[src/rtl/weight_bram_sequencer.sv]
// Shares one single-port weight BRAM between a random-write loader and sequential MAC read bursts.
// Optional statistics counters (burst_cnt, stall_cnt) are enabled with `define WEIGHT_SEQ_STATS_EN.
module weight_bram_sequencer #(
    parameter int DEPTH = 28,
    parameter int AW    = 5,
    parameter int DW    = 16
) (
    input  logic          clk,
    input  logic          rst_n,
    input  logic          ld_req,
    input  logic [AW-1:0] ld_addr,
    input  logic [DW-1:0] ld_data,
    output logic          ld_ack,
    output logic          ld_err,
    input  logic          rd_start,
    input  logic          rd_stall,
    output logic          rd_busy,
    output logic          rd_valid,
    output logic [DW-1:0] rd_data,
    output logic [AW-1:0] rd_idx,
    output logic          rd_last,
    output logic [AW-1:0] bram_addr,
    output logic [DW-1:0] bram_di,
    output logic          bram_en,
    output logic          bram_we,
    input  logic [DW-1:0] bram_do
`ifdef WEIGHT_SEQ_STATS_EN
    ,
    output logic [15:0]   burst_cnt,
    output logic [15:0]   stall_cnt
`endif
);

    typedef enum logic [1:0] {
        S_IDLE,
        S_READ,
        S_DRAIN
    } state_t;

    localparam logic [AW-1:0] LAST_IDX = AW'(DEPTH - 1);
    // One extra bit so the range check stays meaningful even when DEPTH == 2**AW.
    localparam logic [AW:0]   DEPTH_W  = (AW + 1)'(DEPTH);

    state_t        state;
    logic [AW-1:0] idx;
    logic          start_pend;

    logic          ld_take;
    logic          ld_addr_bad;
    logic          issue_rd;
    logic          launch;

    assign ld_take     = (state == S_IDLE) && ld_req;
    assign ld_addr_bad = {1'b0, ld_addr} >= DEPTH_W;
    assign issue_rd    = (state == S_READ) && !rd_stall;
    // A pending burst starts from IDLE or directly out of DRAIN, but never ahead of the loader.
    assign launch      = (state != S_READ) && start_pend && !ld_req;

    // NOTE: every output of this block gets a value before any condition, so no latch is inferred.
    always_comb begin
        ld_ack    = ld_take;
        ld_err    = ld_take && ld_addr_bad;
        bram_we   = ld_take && !ld_addr_bad;
        bram_en   = (ld_take && !ld_addr_bad) || issue_rd;
        bram_addr = (state == S_READ) ? idx : ld_addr;
        bram_di   = ld_data;
    end

    assign rd_busy = start_pend || (state != S_IDLE);
    assign rd_data = bram_do;
    assign rd_last = rd_valid && (rd_idx == LAST_IDX);

    // NOTE: sequential state uses non-blocking assignments so every register samples pre-edge values.
    always_ff @(posedge clk) begin
        if (!rst_n) begin
            state      <= S_IDLE;
            idx        <= '0;
            start_pend <= 1'b0;
            rd_valid   <= 1'b0;
            rd_idx     <= '0;
        end else begin
            rd_valid <= issue_rd;
            if (issue_rd) begin
                rd_idx <= idx;
            end

            // A new pulse in the launch cycle is kept as the next pending burst.
            if (rd_start) begin
                start_pend <= 1'b1;
            end else if (launch) begin
                start_pend <= 1'b0;
            end

            case (state)
                S_IDLE: begin
                    if (launch) begin
                        state <= S_READ;
                        idx   <= '0;
                    end
                end
                S_READ: begin
                    if (issue_rd) begin
                        if (idx == LAST_IDX) begin
                            state <= S_DRAIN;
                        end else begin
                            idx <= idx + AW'(1);
                        end
                    end
                end
                S_DRAIN: begin
                    if (launch) begin
                        state <= S_READ;
                        idx   <= '0;
                    end else begin
                        state <= S_IDLE;
                    end
                end
                default: state <= S_IDLE;
            endcase
        end
    end

`ifdef WEIGHT_SEQ_STATS_EN
    always_ff @(posedge clk) begin
        if (!rst_n) begin
            burst_cnt <= '0;
            stall_cnt <= '0;
        end else begin
            // DRAIN is reached only by a burst that issued all DEPTH reads.
            if (state == S_DRAIN) begin
                burst_cnt <= burst_cnt + 16'd1;
            end
            if ((state == S_READ) && rd_stall && (stall_cnt != 16'hFFFF)) begin
                stall_cnt <= stall_cnt + 16'd1;
            end
        end
    end
`endif

endmodule
[config.mk]
export PLATFORM = sky130hd
export DESIGN_NAME = weight_bram_sequencer
export DESIGN_NICKNAME = d
export VERILOG_FILES = /design/src/rtl/weight_bram_sequencer.sv
export SDC_FILE = /design/constraint.sdc
export NUM_CORES = 1
export LEC_CHECK = 0
export CAP_MARGIN = 20
export CORE_MARGIN = 3
export CORE_UTILIZATION = 28
export CTS_BUF_LIST = sky130_fd_sc_hd__clkbuf_8
export DETAILED_ROUTE_END_ITERATION = 12
export PLACE_DENSITY = 0.85
export REMOVE_ABC_BUFFERS = 1
export SLEW_MARGIN = 20
export SYNTH_ARGS = -nofsm -noshare
export SYNTH_HDL_FRONTEND = slang
export SYNTH_SLANG_ARGS = --single-unit
[constraint.sdc]
create_clock -name clk -period 1.5 [get_ports clk]
set_clock_uncertainty 0.15 [all_clocks]
set_input_delay 0.375 -clock clk [delete_from_list [all_inputs] [get_ports clk]]
set_output_delay 0.375 -clock clk [all_outputs]
set_load 0.01 [all_outputs]
## Yosys cells after proc, flatten, opt, wreduce, memory -nomap -nowiden

Index checks and enable logic that the tools add are counted.
W data, S select, Z words.

- Flip-flop bits (word level): 14
- Input port bits: 42
- Output and inout port bits: 49
- Word-level logic and storage cells: 48

- $add $sub $neg: 1
- Magnitude comparators: 1
- Equal/unequal tests: 10
- Multiplexer cells: 12
- Reduce and logical (&&, ||, !) cells: 19

Operator list:

| cell | count |
|---|---|
| $mux W5 | 4 |
| $eq A5 B5 Y1 const B | 2 |
| $pmux W5 S2 | 1 |
| $logic_and A1 B1 Y1 | 7 |
| $mux W2 | 3 |
| $ne A2 B1 Y1 const B | 3 |
| $ne A2 B2 Y1 const B | 3 |
| $pmux W2 S3 | 1 |
| $reduce_bool A2 Y1 | 3 |
| $add A5 B1 Y5 const B | 1 |
| $ge A5 B5 Y1 const B | 1 |
| $reduce_and A4 Y1 | 1 |
| $logic_not A1 Y1 | 3 |
| $mux W1 | 3 |
| $reduce_and A3 Y1 | 1 |
| $eq A2 B1 Y1 const B | 1 |
| $eq A2 B2 Y1 const B | 1 |
| $logic_not A2 Y1 | 1 |
| $logic_or A1 B1 Y1 | 2 |
| $reduce_or A2 Y1 | 1 |

## Depth between registers and ports, before layout

- Depth after elaboration: 5
- Depth in mapped cells: 4
- Gate-level depth less buffers: 4

## Least setup slack after synthesis

No wires, ideal clock.

- Path kind: input to output
- Start: input port ld_req
- End: output port bram_en
- Arrival: 1.172 ns
- Required time: 0.975 ns
- Slack: -0.197 ns
- Stages: 3
- Buffers on the path: 0
- Cells stage by stage: nor3b_1 and2_1 nand2b_1

- Word-level cells in the longest chain between the ends: 3

Ends and longest elaborated chain:

| element | RTL line | text |
|---|---|---|
| start, declared | 10 | `input logic ld_req,` |
| $logic_and A1 B1 Y1 | 53 | `assign ld_take = (state == S_IDLE) && ld_req;` |
| $logic_and A1 B1 Y1 | - |  |
| net bram_we | 25 | `output logic bram_we,` |
| $logic_or A1 B1 Y1 | 64 | `bram_en = (ld_take && !ld_addr_bad) \|\| issue_rd;` |
| end, declared | 24 | `output logic bram_en,` |

The timed path passes the listed nets, and every way through them passes these cells.

## Final worst setup path

- Start: register state[0]
- End: output port bram_en

- Word-level cells in the longest chain between the ends: 4
- Elaborated cells between the ends (all ways): 6
- Those cells by class: eq/ne (1); reduce/logical (5)

Ends and longest elaborated chain:

| element | RTL line | text |
|---|---|---|
| start, declared | 44 | `state_t state;` |
| start signal, assigned | 76 | `state <= S_IDLE;` |
| start signal, assigned | 97 | `state <= S_READ;` |
| start signal, assigned | 104 | `state <= S_DRAIN;` |
| $logic_not A2 Y1 | 53 |  |
| $logic_and A1 B1 Y1 | 53 |  |
| $logic_and A1 B1 Y1 | 64 |  |
| $logic_or A1 B1 Y1 * | 64 |  |

Mark *: on every way between the ends. The rest lies on a longest branch, timed or not.

==> impl_results.md <==
- Startpoint types: flip-flop
- Std-Cell Rows: 20
- Crit path capture type: primary output
- Yosys reg bits: 14
- Area Growth Syn to Fin: 50.1%
- Post-route minimum period: 1.82 ns
- Setup WS pre-CTS: -1.01 ns
- Library cells used by synthesis: 29
- Most common cell after layout, fill and taps aside: buf_4
- Die area: 4120 um2
- RSZ-0062 raised after global routing: true
- Setup ws final: -0.315 ns
- Worst vdd ir: 0.272 mV
- Drt pass-1 iters: 4
- First-pass GRT wire length: 5160 um
- Final non-filler cell total: between 150 and 200
- Number of global-route vias before repair: 953
- Status: finished with violations
- Vias: around 1.0k
- I/O Buffers: 26
- Reg power frac: 40.4%
- Detailed Route WL: 3910 um
- Core Box Area: 3130 um2
- Antenna fix cells: 0
- Most frequent cells in the layout: buf_4 (26), nand2_1 (22), buf_6 (9)
- WL per Instance: 19.7 um
- CP Cell Sequence: buf_6 > nor3b_4 > and2_4 > nand2b_4 > buf_6
- Most numerous cell on the critical path: buf_6
- # clock sinks: 14
- Gate Count Post-Synth: 126
- Clk_lat worst skew: 0.24 ns
- Clock power share: between 30% and 40%
- EDFF count, synth: 0
- Initial Utilization: between 30% and 40%
- Routed vias/inst: between 5 and 6
- Post-route ant nets: 0
- Fraction of registers with async set/reset: 0%
- Cts hold-fix bufs: 0
- Final setup fails: 20
- Arrival @ worst endpoint: 1.29 ns
- CTS root buffer: clkbuf_8
- Slew Limit Fails: 0
- Clk pin slew, worst setup/hold paths: approximately 0.060 ns
- Die width: 64.2 um
- Max Clk Rate: between 500 and 600 MHz
- Crit-path max FO: 4
- Syn. warnings: 0
- Leak: 0.000604 uW
- Internal power: around 720 uW
- Detail Placement HPWL: between 2000 and 3000 um
- DP Cell Count: 186
- Sw Share: 24.0%
- Syn_area_per_cell: 7.52 um2
- Critical path class: flip-flop to primary output
- Sw power: 227 uW
- DRC viols: 0
- CP max stage delay: 0.35 ns
- GRT Util Overall: 17.0%
- Hold crit path type: flip-flop to flip-flop
- Clock Tree Buf Depth: 2
- H-tree levels: 1
- Mapped cell area: 947 um2
- Die Y: between 60 and 70 um
- Top FF cell, synth: dfxtp_1
- Gate power share: 20.7%
- Layout cells sized above 1: 52.6%
- Hold_ws: 0.361 ns
- Failing checks: setup timing
- # IOs: 91
- Filler instances: 292
- Max-capacitance violation count: 0
- Final Cycle Share: 121%
- Largest net degree at the start of global routing: 14
- Sequential area share after synthesis: 29.6%
- Cell Pwr Density: between 600 and 700 nW/um2
- Relative slew slack: 82.8%
- DR iter-0 viols: 29
- Worst slew pin tran: around 0.26 ns
- Initial antenna violation count: 0
- CP max stage cell: dfxtp_4
- Number of buffers created by CTS: 3
- Final Hold Fails: 0
- Grt total ovfl: 0
- CP Data Required Time: 0.97 ns
- Placer congestion estimate: 0.801
- TritonCTS clock tree: yes
- Final net count: 198
==> synthesized netlist by cell type (2+ instances only) <==
library cell	count	area (um2)
dfxtp_1	14	280
inv_1	3	11.3
nand2_1	30	113
nor2_1	2	7.51
clkbuf_1	3	11.3
nand4b_1	2	17.5
or4_1	2	15.0
o21ai_0	3	15.0
nand3_1	5	25.0
o211ai_1	3	22.5
a21oi_1	9	45.0
buf_4	32	240
nand2b_1	2	12.5
==> final timing paths <==
path / slack [ns] / from / to / cells past startpoint
worst max-delay path: -0.32 / state[0] / bram_en / 5
worst min-delay path: 0.36 / start_pend / start_pend / 2
worst max register to register: -0.26 / state[0] / idx[2] / 4
worst min register to register: 0.36 / start_pend / start_pend / 2
==> flip-flops by register name, summed over array words and instances, names as in the netlist <==
signal,flops
start_pend,1
state,2
rd_idx,5
idx,5
rd_valid,1
==> cell families after synthesis <==
group | synth area share (%)
AO/OA/AOI/OAI | 11.8
buffers and inverters | 27.7
AND/OR/NAND/NOR | 29.6
adder cells (fa/ha/maj) | 1.32
flip-flops | 29.6
==> stage by stage <==
| step | setup TNS (ns) | utilization (%) | total power (uW) | area [um2] |
|---|---|---|---|---|
| 6_report | -3.48 | 45.4 | 947 | 1420 |
| 5_1_grt | -4.21 | 45.4 | 985 | 1420 |
| 4_1_cts | -2.91 | 40.2 | 910 | 1260 |
| 3_5_place_dp | -12.52 | 38.3 | 553 | 1200 |
| 3_3_place_gp | -12.12 | 38.3 | 549 | 1200 |
| 2_1_floorplan | -0.471 | - | 444 | 696 |
==> metal layers <==
metal	global-route usage [%]	routed length, um	share of wire [%]
met1	18.5	1470	38
met2	24.6	1770	45
met3	15.3	652	17
met4	3.17	13	0.33
met5	2.78	0	0
==> critical path: cells and delay by family, from the launching register on <==
kind	cells	cell delay, ns
simple gates	3	0.48
buf+inv	2	0.21
flops	1	0.35
==> power by group through the flow <==
| stage | combinational [uW] | sequential [uW] | clock, uW |
|---|---|---|---|
| CTS | 159 | 381 | 370 |
| detailed placement | 162 | 390 | 0 |
| finish | 196 | 383 | 368 |
| global route | 208 | 383 | 394 |
| global placement | 159 | 390 | 0 |
| floorplan | 54.8 | 390 | 0 |
==> what timing repair did <==
item,CTS,global route
buffers inserted,3,7
endpoints found under the setup margin,29,23
resized for setup,75,36
pin swaps,10,16
endpoints found under the hold margin,0,0
==> layout make-up <==
class / instances / area (um2) / area share (%)
multi-input cells: 74 / 517 / 36.4
repair buffers: 59 / 492 / 34.6
flip-flops and latches: 14 / 292 / 20.5
clock buffers: 4 / 55.1 / 3.87
well taps: 44 / 55.1 / 3.87
inverters: 3 / 11.3 / 0.792
Power figures use the tool's default switching activity.
